--- src/rtl/bcd_pkg.sv ---
// Shared constants for the sequential binary-to-BCD converter: FSM encodings,
// datapath widths, iteration count and saturation values.
package bcd_pkg;

  typedef enum logic {
    ST_IDLE  = 1'b0,
    ST_SHIFT = 1'b1
  } state_t;

  localparam int BIN_W = 14;
  localparam int DIG_N = 4;
  localparam int BCD_W = 16;

  localparam logic [3:0]       ITER_N  = 4'd14;
  localparam logic [BIN_W-1:0] SAT_BIN = 14'd9999;
  localparam logic [BCD_W-1:0] SAT_BCD = 16'h9999;

endpackage

--- src/rtl/bcd_add3.sv ---
// Combinational double-dabble correction cell: adds 3 to a BCD digit that is 5 or more.
module bcd_add3 (
  input  logic [3:0] din,
  output logic [3:0] dout
);

  assign dout = (din >= 4'd5) ? din + 4'd3 : din;

endmodule

--- src/rtl/bin_to_bcd_seq.sv ---
// Sequential 14-bit binary to 4-digit BCD converter, one bit per clock, MSB first.
// Optional BCD_OVF_EN adds the ovf port and saturates inputs above 9999 to 16'h9999.
module bin_to_bcd_seq
  import bcd_pkg::*;
(
  input  logic        clk,
  input  logic        rst_n,
  input  logic        start,
  input  logic [13:0] bin,
  output logic [15:0] bcd,
  output logic        busy,
  output logic        done
`ifdef BCD_OVF_EN
  ,
  output logic        ovf
`endif
);

  state_t             state_reg;
  state_t             state_next;
  logic [3:0]         cnt_reg;
  logic [BIN_W-1:0]   sr_reg;
  logic [BCD_W-1:0]   dig_reg;
  logic [BCD_W-1:0]   dig_adj;
  logic [BCD_W-1:0]   dig_next;
  logic [BIN_W-1:0]   sr_next;
  logic [BCD_W-1:0]   bcd_reg;
  logic               done_reg;
  logic               accept;
  logic               last;

  genvar gi;
  generate
    for (gi = 0; gi < DIG_N; gi++) begin : g_add3
      bcd_add3 u_add3 (
        .din  (dig_reg[4*gi +: 4]),
        .dout (dig_adj[4*gi +: 4])
      );
    end
  endgenerate

  // Shift {digits, binary} left by one; the bit leaving the thousands digit is dropped.
  assign dig_next = {dig_adj[BCD_W-2:0], sr_reg[BIN_W-1]};
  assign sr_next  = {sr_reg[BIN_W-2:0], 1'b0};

  always_ff @(posedge clk or negedge rst_n) begin
    if (!rst_n) begin
      state_reg <= ST_IDLE;
    end else begin
      state_reg <= state_next;
    end
  end

  always_comb begin
    state_next = state_reg;
    case (state_reg)
      ST_IDLE:  if (start) state_next = ST_SHIFT;
      ST_SHIFT: if (last)  state_next = ST_IDLE;
      default:             state_next = ST_IDLE;
    endcase
  end

  always_comb begin
    accept = 1'b0;
    last   = 1'b0;
    busy   = 1'b0;
    case (state_reg)
      ST_IDLE:  accept = start;
      ST_SHIFT: begin
        busy = 1'b1;
        last = (cnt_reg == ITER_N - 4'd1);
      end
      default: ;
    endcase
  end

`ifdef BCD_OVF_EN
  logic ovf_pend_reg;
  logic ovf_reg;

  always_ff @(posedge clk or negedge rst_n) begin
    if (!rst_n) begin
      ovf_pend_reg <= 1'b0;
      ovf_reg      <= 1'b0;
    end else begin
      if (accept) ovf_pend_reg <= (bin > SAT_BIN);
      if (last)   ovf_reg      <= ovf_pend_reg;
    end
  end

  assign ovf = ovf_reg;

  logic [BCD_W-1:0] bcd_final;
  assign bcd_final = ovf_pend_reg ? SAT_BCD : dig_next;
`else
  logic [BCD_W-1:0] bcd_final;
  assign bcd_final = dig_next;
`endif

  always_ff @(posedge clk or negedge rst_n) begin
    if (!rst_n) begin
      cnt_reg  <= 4'd0;
      sr_reg   <= '0;
      dig_reg  <= '0;
      bcd_reg  <= '0;
      done_reg <= 1'b0;
    end else begin
      done_reg <= 1'b0;
      if (accept) begin
        sr_reg  <= bin;
        dig_reg <= '0;
        cnt_reg <= 4'd0;
      end else if (busy) begin
        sr_reg  <= sr_next;
        dig_reg <= dig_next;
        cnt_reg <= cnt_reg + 4'd1;
        if (last) begin
          bcd_reg  <= bcd_final;
          done_reg <= 1'b1;
        end
      end
    end
  end

  assign bcd  = bcd_reg;
  assign done = done_reg;

endmodule
--- config.mk ---
export PLATFORM = sky130hd
export DESIGN_NAME = bin_to_bcd_seq
export DESIGN_NICKNAME = d
export VERILOG_FILES = /design/src/rtl/bcd_pkg.sv /design/src/rtl/bcd_add3.sv /design/src/rtl/bin_to_bcd_seq.sv
export SDC_FILE = /design/constraint.sdc
export NUM_CORES = 1
export LEC_CHECK = 0
export ABC_AREA = 1
export CORE_ASPECT_RATIO = 0.75
export CORE_MARGIN = 10
export CORE_UTILIZATION = 60
export CTS_BUF_LIST = sky130_fd_sc_hd__clkbuf_8
export DETAILED_ROUTE_END_ITERATION = 16
export GPL_TIMING_DRIVEN = 0
export PLACE_DENSITY = 0.87
export SYNTH_ARGS = -nofsm -noshare
export SYNTH_HDL_FRONTEND = slang
export SYNTH_SLANG_ARGS = --single-unit
export TNS_END_PERCENT = 10
--- constraint.sdc ---
create_clock -name clk -period 2.4 [get_ports clk]
set_input_delay 0.48 -clock clk [delete_from_list [all_inputs] [get_ports clk]]
set_output_delay 0.48 -clock clk [all_outputs]
set_load 0.02 [all_outputs]
==> results.cfg, run 1 <==
[run_status]
status = completed

[detailed_routing]
via_per_inst = 5.606
wl_mm = 5.887
drt-wirelength-per-cell_um = 15.17
dr.first_iter.drc_count = 200
drc = 0
vias = 2175
antenna_left = 0
drtPass1Iterations = 5

[cts]
root_buffer = clkbuf_8
tritoncts = yes
post-cts-setup-buffers = 0
cts_buffer_depth = 2
hold_buffers = 0
cts_resized = 0
htreeDepth = 2
numCtsBuffers = 5
insertion_delay_ns = 0.31
cts.clk_slew.worst_paths_ns = 0.08
cts_sinks = 52

[synth]
synthMuxAreaShare_pct = 0.4049
syn_inst = 290
synth_top_family_by_area = simple AND/OR/NAND/NOR gates
synth_xor_area_share_pct = 0
synth_fa_ha_area_share_pct = 5.061
synth_compound_area_share_pct = 7.844
synth-warning-count = 0
ys_ff_latch = 52
synth-simple-area-share_pct = 26.42
netlist_area_mm2 = 0.002472
avgSynthCellArea_um2 = 8.525
syn-num-nets = 317
synth.distinct_cells = 22
ys_seq_area_share_pct = 52.63

[final_layout]
drive_gt1_share_pct = 6.907
fin_area_mm2 = 0.002987
diodes = 0
fillers = 288
nNetsFinal = 359
fin_util_pct = 74.59
mostFrequentLayoutCells = 105 x nand2_1, 52 x dfrtp_1, 35 x nand3_1, 33 x clkdlybuf4s50_1, 31 x inv_1
area_growth_pct = 20.80
mostFrequentLayoutCell = nand2_1

[pwr]
power_density_mw_per_mm2 = 1344
p_clk_share_pct = 12.6
combinationalPowerShare_pct = 49.4
p_sw_mw = 1.757
pwr-share-seq_pct = 38.1
p_int_mw = 2.257
max-vdd-ir-drop_mv = 0.6814
p_sw_share_pct = 43.77
leakage_nw = 1.483

[setup_path]
crit_required_ns = 1.92
rrSetupSlack_ns = 0.92
crit_chain = clkdlybuf4s50_1
critPathKind = flop to output port
start_kind = flop
rr_worst_depth = 8
cp_slowest_stage_delay_ns = 0.63
rr_startpoint = dig_reg[4]
cp_slowest_cell = clkdlybuf4s50_1
cp-end-kind = output port
critical_path.top_delay_family = buffers and inverters
r2r_end = dig_reg[5]
critPathArrivalTime_ns = 1.36
cp_max_fo = 4
crit_buf_inv = 1

[place]
port_buffers = 34
place_hpwl_mm = 4.202
globalplace.congestion = 0.8591
placed_cell_area_mm2 = 0.002897

[global_route]
antenna_found_initial = 0
grt_pass1_vias = 2152
grt_max_degree = 37
globalRouteTotalUtil_pct = 17.51
grt_overflow = 0
grt_pass1_wl_mm = 9.853

[sta]
slew_violations = 0
min_period_over_period_pct = 76.82
fmax_ghz = 0.5424
hold_viol_final = 0
period_minus_slack_ns = 1.844
worst_slew_pin_slew_ns = 0.5343
fin_skew_ns = 0.004416
slew_headroom_pct = 64.38
hold_ws_ns = 0.09287
grt_setup_unrepaired = no
fin_tns_setup_ns = 0
setup_violations = 0

[floorplan]
pin_count = 35
die_y_um = 75.59
die_w_um = 94.12
die_area_mm2 = 0.007115
initial_utilization_pct = 61.75
rows = 20
core_mm2 = 0.004004

[worst_hold_path]
hp-class = input port to asynchronous set/reset pin

[job]
cap_viol_max_count = 0
routing by layer:
layer	share of wire, %	up-vias	track usage [%]
met3	7.5	15	4.232
met2	50	106	29.69
li1	-	1031	-
met4	2.0	0	7.563
met1	41	1023	21.02
met5	0	-	0
Yosys cell counts:
master / count / area share [%]
nand4_1: 6 / 1.5
o21ai_0: 12 / 2.4
nor2_1: 5 / 0.76
o211ai_1: 3 / 0.91
mux2i_1: 1 / 0.40
nand2_2: 1 / 0.25
nand2_1: 105 / 16
buf_4: 1 / 0.30
o221ai_1: 7 / 2.5
clkbuf_1: 1 / 0.15
dfrtp_1: 52 / 53
a21oi_1: 1 / 0.20
o21ai_1: 4 / 0.81
ha_1: 10 / 5.1
o22ai_1: 4 / 1.0
inv_2: 4 / 0.61
nor2_4: 1 / 0.46
nand3_2: 1 / 0.40
buf_2: 4 / 0.81
nand3_1: 35 / 7.1
inv_1: 29 / 4.4
buf_6: 3 / 1.4
power by group through the flow:
stage,clock network (mW),logic [mW],registers (mW)
2_1_floorplan,0,1.14,1.64
3_3_place_gp,0,1.82,1.51
3_5_place_dp,0,1.93,1.53
4_1_cts,0.505,1.96,1.52
5_1_grt,0.537,2.22,1.57
6_report,0.504,1.98,1.53
worst max-delay path by stage:
stage                     from    endpoint  depth (start not counted)
global placement         rst_n      bcd[5]                          1
floorplan           dig_reg[8]     bcd[10]                          8
finish               state_reg        busy                          1
detailed placement       start  sr_reg[11]                          5
CTS                  state_reg        busy                          1
global route         state_reg        busy                          1
cell families after synthesis:
logic type	Yosys count
AND/OR/NAND/NOR	154
flip-flops	52
buffers and inverters	42
AO/OA/AOI/OAI	31
adder cells (fa/ha/maj)	10
multiplexers	1
worst reg2reg max path: stages (launching register included):
cell,delay [ns]
dfrtp_1,0.44
inv_1,0.11
ha_1,0.23
inv_1,0.05
nand2_1,0.09
nand3_1,0.20
nand2_1,0.11
nand3_1,0.09
nand2_1,0.06
per-stage QoR:
step	setup slack, ns	total power, mW	cells
6_report	0.5564	4.014	388
5_1_grt	0.4977	4.329	388
4_1_cts	0.5468	3.989	388
3_5_place_dp	0.6626	3.466	380
3_3_place_gp	-0.6181	3.339	379
2_1_floorplan	1.220	2.782	290
area by class of cell:
cell class | count | area (um2) | area share (%)
tap | 55 | 68.82 | 2.304
clock inverter | 2 | 7.507 | 0.2514
multi-input combinational | 196 | 982.2 | 32.89
timing repair buffer | 35 | 355.3 | 11.90
clock buffer | 6 | 82.58 | 2.765
inverter | 33 | 123.9 | 4.147
sequential | 52 | 1301 | 43.57
buffer | 9 | 65.06 | 2.178
Note: power is estimated with default switching activity, not from simulation.
==> run 2, diff against run 1 <==
--- a/config.mk
+++ b/config.mk
@@ -8,11 +8,11 @@
 export ABC_AREA = 1
 export CORE_ASPECT_RATIO = 0.75
 export CORE_MARGIN = 10
-export CORE_UTILIZATION = 60
+export CORE_UTILIZATION = 56
 export CTS_BUF_LIST = sky130_fd_sc_hd__clkbuf_8
 export DETAILED_ROUTE_END_ITERATION = 16
 export GPL_TIMING_DRIVEN = 0
-export PLACE_DENSITY = 0.87
+export PLACE_DENSITY = 0.82
 export SYNTH_ARGS = -nofsm -noshare
 export SYNTH_HDL_FRONTEND = slang
 export SYNTH_SLANG_ARGS = --single-unit
==> constraint.sdc (replaced) <==
create_clock -name clk -period 1.7 [get_ports clk]
set_input_delay 0.34 -clock clk [delete_from_list [all_inputs] [get_ports clk]]
set_output_delay 0.34 -clock clk [all_outputs]
set_load 0.02 [all_outputs]
==> run 2 against run 1 <==
- critical path depth is the same
- utilization fell by 2.5 points
- non-clock buffer count is 1 higher
- clock skew down 0.0014 ns
- first-iteration DRC count fell by 26%
- register-to-register slack lost 0.61 ns
- worst hold slack better by 0.36 ns
- cell area up 0.29%
- combinational power rose by 35%
- die area grew 5.4%
- clock power grew 42%
- largest power group unchanged
- highest routed layer unchanged
==> results.cfg, run 2 (same netlist as run 1, synthesis figures left out) <==
[floorplan]
die_w_um = 96.73
core_mm2 = 0.004154
pin_count = 35
die_y_um = 77.55
die_area_mm2 = 0.007501
initial_utilization_pct = 59.52
rows = 20

[setup_path]
rr_startpoint = dig_reg[8]
critPathArrivalTime_ns = 1.30
critPathKind = flop to output port
cp-end-kind = output port
rrSetupSlack_ns = 0.31
setup.worst_path.start = bcd[15]
crit_buf_inv = 1
crit_required_ns = 1.36
worst-path-stages = 1
cp_slowest_stage_delay_ns = 0.62
critical_path.top_delay_family = buffers and inverters
cp_slowest_cell = clkdlybuf4s50_1
cp_max_fo = 2
endpoint = bcd[15]
crit_chain = clkdlybuf4s50_1
r2r_end = dig_reg[9]
rr_worst_depth = 8
start_kind = flop

[detailed_routing]
drc = 0
drtPass1Iterations = 4
antenna_left = 0
vias = 2049
dr.first_iter.drc_count = 149
drt-wirelength-per-cell_um = 14.08
via_per_inst = 5.267
wl_mm = 5.478

[cts]
numCtsBuffers = 5
tritoncts = yes
cts_buffer_depth = 2
insertion_delay_ns = 0.30
cts_sinks = 52
post-cts-setup-buffers = 0
htreeDepth = 2
root_buffer = clkbuf_8
cts.clk_slew.worst_paths_ns = 0.09

[global_route]
grt_pass1_wl_mm = 9.466
globalRouteTotalUtil_pct = 14.59
grt_max_degree = 41
antenna_found_initial = 0
met1_usage_pct = 18.96
grt-busiest-layer = met2
grt_overflow = 0
grt.met3_usage_pct = 4.956
use_met2_pct = 22.47
grt_pass1_vias = 2084

[place]
port_buffers = 34
placed_cell_area_mm2 = 0.002897
place_inst = 380
place_hpwl_mm = 4.077
globalplace.congestion = 0.9256
place_ws_ns = 0.1132

[sta]
min_period_over_period_pct = 96.29
fin_skew_ns = 0.003042
hold_viol_final = 0
slew_headroom_pct = 68.39
fin_tns_setup_ns = 0
worst_slew_pin_slew_ns = 0.4742
slew_violations = 0
fin_ws_ns = 0.06302
setup_violations = 0
grt_setup_unrepaired = no
period_minus_slack_ns = 1.637
fmax_ghz = 0.6109

[final_layout]
nNetsFinal = 360
drive_gt1_share_pct = 6.886
mostFrequentLayoutCell = nand2_1
area_growth_pct = 21.15
diodes = 0
fillers = 314
fin_area_mm2 = 0.002995
fin_cells = 389
mostFrequentLayoutCells = 105 x nand2_1, 52 x dfrtp_1, 35 x nand3_1, 32 x clkdlybuf4s50_1, 31 x inv_1

[pwr]
max-vdd-ir-drop_mv = 1.126
total_power_mw = 5.534
power_density_mw_per_mm2 = 1847
leakage_nw = 1.486

[job]
cap_viol_max_count = 0

[worst_hold_path]
hp-class = input port to asynchronous set/reset pin

[run_status]
status = completed
-- run 2: metrics by stage --
stage / utilization [%] / hold WS [ns]
final: 72.11 / 0.4521
after global routing: 72.11 / 0.4684
after CTS: 72.11 / 0.4559
after detailed placement: 69.73 / 0.2544
after global placement: 69.37 / 0.4621
after floorplan: - / 0.04441
-- run 2: worst min path at each step --
stage,startpoint,end,cells after the start
2_1_floorplan,rst_n,bcd[0],0
3_3_place_gp,bcd[2],bcd[2],2
3_5_place_dp,rst_n,bcd[0],1
4_1_cts,rst_n,bcd[0],2
5_1_grt,rst_n,bcd[0],2
6_report,rst_n,bcd[0],2
-- run 2: timing repair --
item,in CTS,in global routing
gates resized for setup,1,0
endpoints found under the hold margin,12,0
hold buffers,1,0
setup endpoints to repair,1,0
-- run 2: report_power, final --
part	switching (mW)	internal [mW]	total, mW
Sequential	0.354	1.79	2.14
Clock	0.394	0.321	0.715
Combinational	1.61	1.07	2.68
Total	2.36	3.17	5.53
-- run 2: routing by layer --
metal	wire length, um	up-vias	share of wire (%)
li1	-	1030	-
met4	51	0	0.93
met5	0	-	0
met1	2572	949	47
met3	444	6	8.1
met2	2410	64	44
-- run 2: area by class of cell --
class,count,area [um2],area share [%]
plain buffers,9,65.06,2.172
well taps,55,68.82,2.297
clock inverters,2,7.507,0.2506
repair buffers,36,364.1,12.16
multi-input cells,196,982.2,32.79
clock buffers,6,82.58,2.757
flip-flops and latches,52,1301,43.44
inverters,33,123.9,4.135
==> edit 1 (flow settings as in run 1) <==
The option `BCD_OVF_EN` is turned on by a define.
--- a/src/rtl/bin_to_bcd_seq.sv
+++ b/src/rtl/bin_to_bcd_seq.sv
@@ -1,4 +1,6 @@
 // Sequential 14-bit binary to 4-digit BCD converter, one bit per clock, MSB first.
 // Optional BCD_OVF_EN adds the ovf port and saturates inputs above 9999 to 16'h9999.
+`define BCD_OVF_EN
+
 module bin_to_bcd_seq
   import bcd_pkg::*;
Function (old outputs only; new: ovf): same outputs for any inputs over 10 cycles, from zero or initial values and one cycle with rst_n low; that may be too few to reach the edited logic, so the function may still have changed.
==> edit 1 against run 1 <==
  * Wire length is 1.3% higher
  * Total power grew 4.8%
  * Worst hold slack improved by 0.067 ns
  * Highest routed layer unchanged
  * Register-to-register slack lost 0.09 ns
  * Design area increased by 3.9%
  * Largest cell class unchanged
  * Area after synthesis up 4.3%
  * Sequential cell count grew 2
  * Core utilization grew 1.0 points
  * Worst setup slack better by 0.044 ns
==> edit 1: results (changes against run 1) <==
The run finished with clean final reports. The number of signal-net inverters in the final layout was 35 (was 33). The worst clock skew on the final layout is 0.00919 ns (was 0.00442 ns), and the count of flip-flops and latches is 54 (was 52). The port buffer count is 35 (was 34), and the wire length after detailed routing is 5.96 mm (was 5.89 mm).

The sequential portion of the cell area came out at 43.5% (was 43.6%). The number of filler cells placed in the layout is 307 (was 288), and the sequential-to-total area share from yosys stat is 52.4% (was 52.6%). Top post-synthesis cells by count: nand2_1, dfrtp_1, nand3_1 (unchanged). For the detailed placement HPWL, the log shows 4.28 mm (was 4.20 mm). The static leakage power was 1.51 nW (was 1.48 nW).

Main area contributors after synthesis: dfrtp_1, nand2_1, nand3_1, ha_1, inv_1 (unchanged). The tools report the combined global-route utilization of all metal layers as 16.7% (was 17.5%). The total cell area at the placement stage was 0.00301 mm2 (was 0.00290 mm2); the non-clock buffer share of cell area was 13.9% (was 14.1%).

The clock transition at the register clock pins on the worst setup and hold paths after CTS works out to 0.10 ns (was 0.08 ns). Maximum fanout encountered on the critical timing path: 2 (was 4). The maximum number of pins on one net before global-route repair was 30 (was 37); the fraction of layout cells with a size suffix above 1 was 7.37% (was 6.91%). For the wire length of the first global-routing pass, the log shows 9.82 mm (was 9.85 mm).

For the number of DRC violations after detailed-routing iteration 0, the log shows 143 (was 200). The share of the final layout cell area in multi-input gates is 33.1% (was 32.9%), and the distinct cell type count after synthesis is 25 (was 22). For the final RePlAce weighted congestion, the log shows 0.842 (was 0.859). The peak supply drop is 662 uV (was 681 uV), and the vias per cell is 5.54 (was 5.61).

The number of nets in the layout came out at 365 (was 359).
## edit 1: cell count changes in the layout (fill, tap and decap cells not counted), sizes merged, moves of 2 or more
cell and change:
dfrtp +2, clkinv +2, nand2 -26, nand4 -4, a21oi +9, o22ai +2, nor2 +13
## edit 1: where the power goes
part	internal (mW)	switching (mW)	total, mW
clock network	0.229	0.303	0.532
logic	0.822	1.25	2.07
registers	1.33	0.278	1.60
total	2.38	1.83	4.20
## edit 1: stage by stage
| step | utilization, % | hold WS (ns) | worst slack (ns) | std cells |
|---|---|---|---|---|
| after floorplan | - | 0.184 | 1.09 | 295 |
| after global placement | 73.0 | 0.464 | -0.752 | 385 |
| after detailed placement | 73.4 | 0.466 | 0.566 | 386 |
| after CTS | 75.6 | 0.172 | 0.595 | 394 |
| after global routing | 75.6 | 0.182 | 0.564 | 394 |
| final | 75.6 | 0.159 | 0.600 | 394 |
## edit 1: worst max path at each step
stage | end | slack (ns) | depth (start not counted)
6_report | bcd[12] | 0.60 | 1
5_1_grt | bcd[3] | 0.56 | 1
4_1_cts | bcd[12] | 0.60 | 1
3_5_place_dp | sr_reg[3]$_DFFE_PN0P_ | 0.57 | 6
3_3_place_gp | dig_reg[2]$_DFFE_PN0P_ | -0.75 | 1
2_1_floorplan | bcd[11]$_DFFE_PN0P_ | 1.09 | 7
## edit 1: logic make-up after synthesis
| family | share of synthesized area (%) |
|---|---|
| AOI/OAI and AO/OA | 10.9 |
| adders and majority gates | 4.85 |
| buffers and inverters | 7.72 |
| DFF | 52.4 |
| muxes | 0.388 |
| and+or+nand+nor | 23.7 |
## edit 1: routing by layer
metal  GRT usage (%)  vias to the layer above  routed length [um]
met5               0                        -                   0
met4            5.00                        0                  76
met3            5.74                       13                 465
met2            26.5                       84                2780
met1            20.9                     1028                2630
li1                -                     1058                   -
==> edit 2 (flow settings as in run 1) <==
Made on the original files. Put one more register stage on the output `bcd`, with the module's reset. The value now appears one clock later. The other outputs are not delayed to match.
--- a/src/rtl/bin_to_bcd_seq.sv
+++ b/src/rtl/bin_to_bcd_seq.sv
@@ -123,5 +123,11 @@
   end
 
-  assign bcd  = bcd_reg;
+  always_ff @(posedge clk or negedge rst_n) begin
+    if (!rst_n) begin
+      bcd <= '0;
+    end else begin
+      bcd <= bcd_reg;
+    end
+  end
   assign done = done_reg;
 
Check against the original RTL: no difference found for any inputs over 10 cycles, from zero or initial values and one cycle with rst_n low; that may be too few to reach the edited logic, so the function may still have changed.
==> edit 2 against run 1 <==
  * Total power rose by 23%
  * Global-route usage decreased by 0.74 points
  * Sequential share of layout area is 5.0 points higher
  * Area after synthesis is 16% higher
  * Design area is 17% higher
  * Wire length increased by 5.2%
  * Worst setup slack better by 0.022 ns
  * Sequential cell count grew 16
  * Largest power group unchanged
==> edit 2: results (changes against run 1) <==
The maximum fanout encountered on the critical timing path is 2 (was 4), and the worst-skew pair later-pin latency is 0.35 ns (was 0.31 ns). The flip-flop cell with the highest count after synthesis is dfrtp_1 (unchanged). The flop-to-flop setup slack was 0.90 ns (was 0.92 ns); the static leakage power was 1.73 nW (was 1.48 nW).

The sequential-to-total area share from yosys stat is 59.3% (was 52.6%). Capture point of the worst reg-to-reg path: dig_reg[9]$_DFFE_PN0P_ (was dig_reg[5]$_DFFE_PN0P_). The total cell area at the placement stage is 0.00328 mm2 (was 0.00290 mm2), and the port buffer count is 34 (unchanged). Top post-synthesis cells by count: nand2_1, dfrtp_1, nand3_1 (unchanged). The first element of the critical path is state_reg$_DFF_PN0_ (unchanged). The tools report the number of antenna violations at the first check in global routing as 0 (unchanged). The cell at the slowest stage of the critical path is clkdlybuf4s50_1 (unchanged). The logs give 2247 (was 2175) for the routed via count and 16.8% (was 17.5%) for the combined global-route utilization of all metal layers. The register with the most flip-flops in the layout has 32 of them. The fraction of layout cells with a size suffix above 1 was 9.69% (was 6.91%); the number of buffers created by CTS was 9 (was 5). The tools report the wire length of the first global-routing pass as 10.8 mm (was 9.85 mm).

The run gives 4 (was 5) as the number of search-and-repair iterations in the first detailed-routing pass. The share of flip-flops with an asynchronous set or reset was 100% (unchanged). For the peak supply drop, the log shows 802 uV (was 681 uV).

Final hold slack: 0.236 ns (was 0.0929 ns). The flow ran to the end, and the final reports show no timing, DRC or antenna violations. After clock tree synthesis, the clock-pin slew on the worst setup and hold paths is 0.07 ns.

Number of nets produced by synthesis: 328 (was 317). The number of antenna repair diodes is 0 (unchanged). Final RePlAce weighted congestion: 0.852 (was 0.859).

The cell count of the worst reg-to-reg path was 8 (unchanged); the data arrival time at the worst-slack endpoint was 1.34 ns (was 1.36 ns). The via count of the first global-routing pass is 2294 (was 2152). Quantity of gates resized following cts: 0 (unchanged).

The buffer count from post-CTS setup fixing was 0 (unchanged); the maximum number of pins on one net before global-route repair was 69 (was 37). The run gives 113 (was 200) as the number of DRC violations after detailed-routing iteration 0. For the distinct cell type count after synthesis, the log shows 23 (was 22). The cell class contributing the biggest share of worst-path delay is buffers and inverters (unchanged). The detailed placement HPWL is 4.40 mm (was 4.20 mm).

The number of synthesis warnings was 0 (unchanged). The number of buffers on the longest clock path is 2 (unchanged), and the wire length per cell is 15.2 um (about the same). The transition time at the pin with the least slew margin works out to 0.825 ns (was 0.534 ns). The startpoint of the worst register-to-register path is dig_reg[8]$_DFFE_PN0P_ (was dig_reg[4]$_DFFE_PN0P_). The worst clock skew on the final layout came out at 0.0101 ns (was 0.00442 ns). Number of nets in the layout: 373 (was 359). Main area contributors after synthesis: dfrtp_1, nand2_1, nand3_1, ha_1, inv_1 (unchanged). Master cell of the clock root buffer: clkbuf_8 (unchanged).

The end point of the critical path is busy (unchanged). The tools report the number of filler cells placed in the layout as 291 (was 288). The critical path's largest stage delay is 0.63 ns (about the same). The worst hold path class was input port to asynchronous set/reset pin (unchanged). The run gives 3 (was 2) as the number of levels in the clock H-tree.
-- edit 2: worst min-delay path by stage --
stage                           startpoint  cells after the start                       to
floorplan                            rst_n                      0         bcd[0]$_DFF_PN0_
global placement    bcd_reg[0]$_DFFE_PN0P_                      0         bcd[0]$_DFF_PN0_
detailed placement  bcd_reg[5]$_DFFE_PN0P_                      0         bcd[5]$_DFF_PN0_
CTS                                  rst_n                      1  dig_reg[13]$_DFFE_PN0P_
global route                         rst_n                      1        bcd[15]$_DFF_PN0_
finish                               rst_n                      1        bcd[13]$_DFF_PN0_
-- edit 2: cell families after synthesis --
kind of cell | share of synthesized area (%)
AO/OA/AOI/OAI | 7.41
multiplexers | 0.349
buffers and inverters | 6.72
flip-flops | 59.3
adder cells (fa/ha/maj) | 4.36
AND/OR/NAND/NOR | 21.8
-- edit 2: final cells by class --
class	instances	area share, %
Timing Repair Buffer	34	9.65
Sequential cell	68	48.6
Multi-Input combinational cell	190	27.8
Clock buffer	10	3.93
Buffer	9	1.79
Clock inverter	6	2.47
Inverter	34	3.72
Tap cell	57	2.04
-- edit 2: report_power, final --
part / switching, mW / internal [mW] / total [mW] / leakage, nW
Combinational: 1.20 / 0.766 / 1.96 / 0.765
Sequential: 0.282 / 1.65 / 1.93 / 0.855
Clock: 0.432 / 0.613 / 1.04 / 0.113
Total: 1.91 / 3.03 / 4.94 / 1.73
-- edit 2: stage by stage --
step,worst slack (ns),power (mW),cells,utilization [%]
final,0.578,4.94,408,77.0
after global routing,0.553,5.33,408,77.0
after CTS,0.560,4.96,408,77.0
after detailed placement,0.671,3.90,392,72.1
after global placement,-1.28,3.76,392,72.2
after floorplan,1.20,3.21,301,-
-- edit 2: per-layer routing --
layer / wire length (um) / part of all wire, % / global-route usage, %
met1: 2690 / 43 / 19.9
met2: 3040 / 49 / 27.5
met3: 346 / 5.6 / 5.28
met4: 122 / 2.0 / 7.14
met5: 0 / 0 / 0
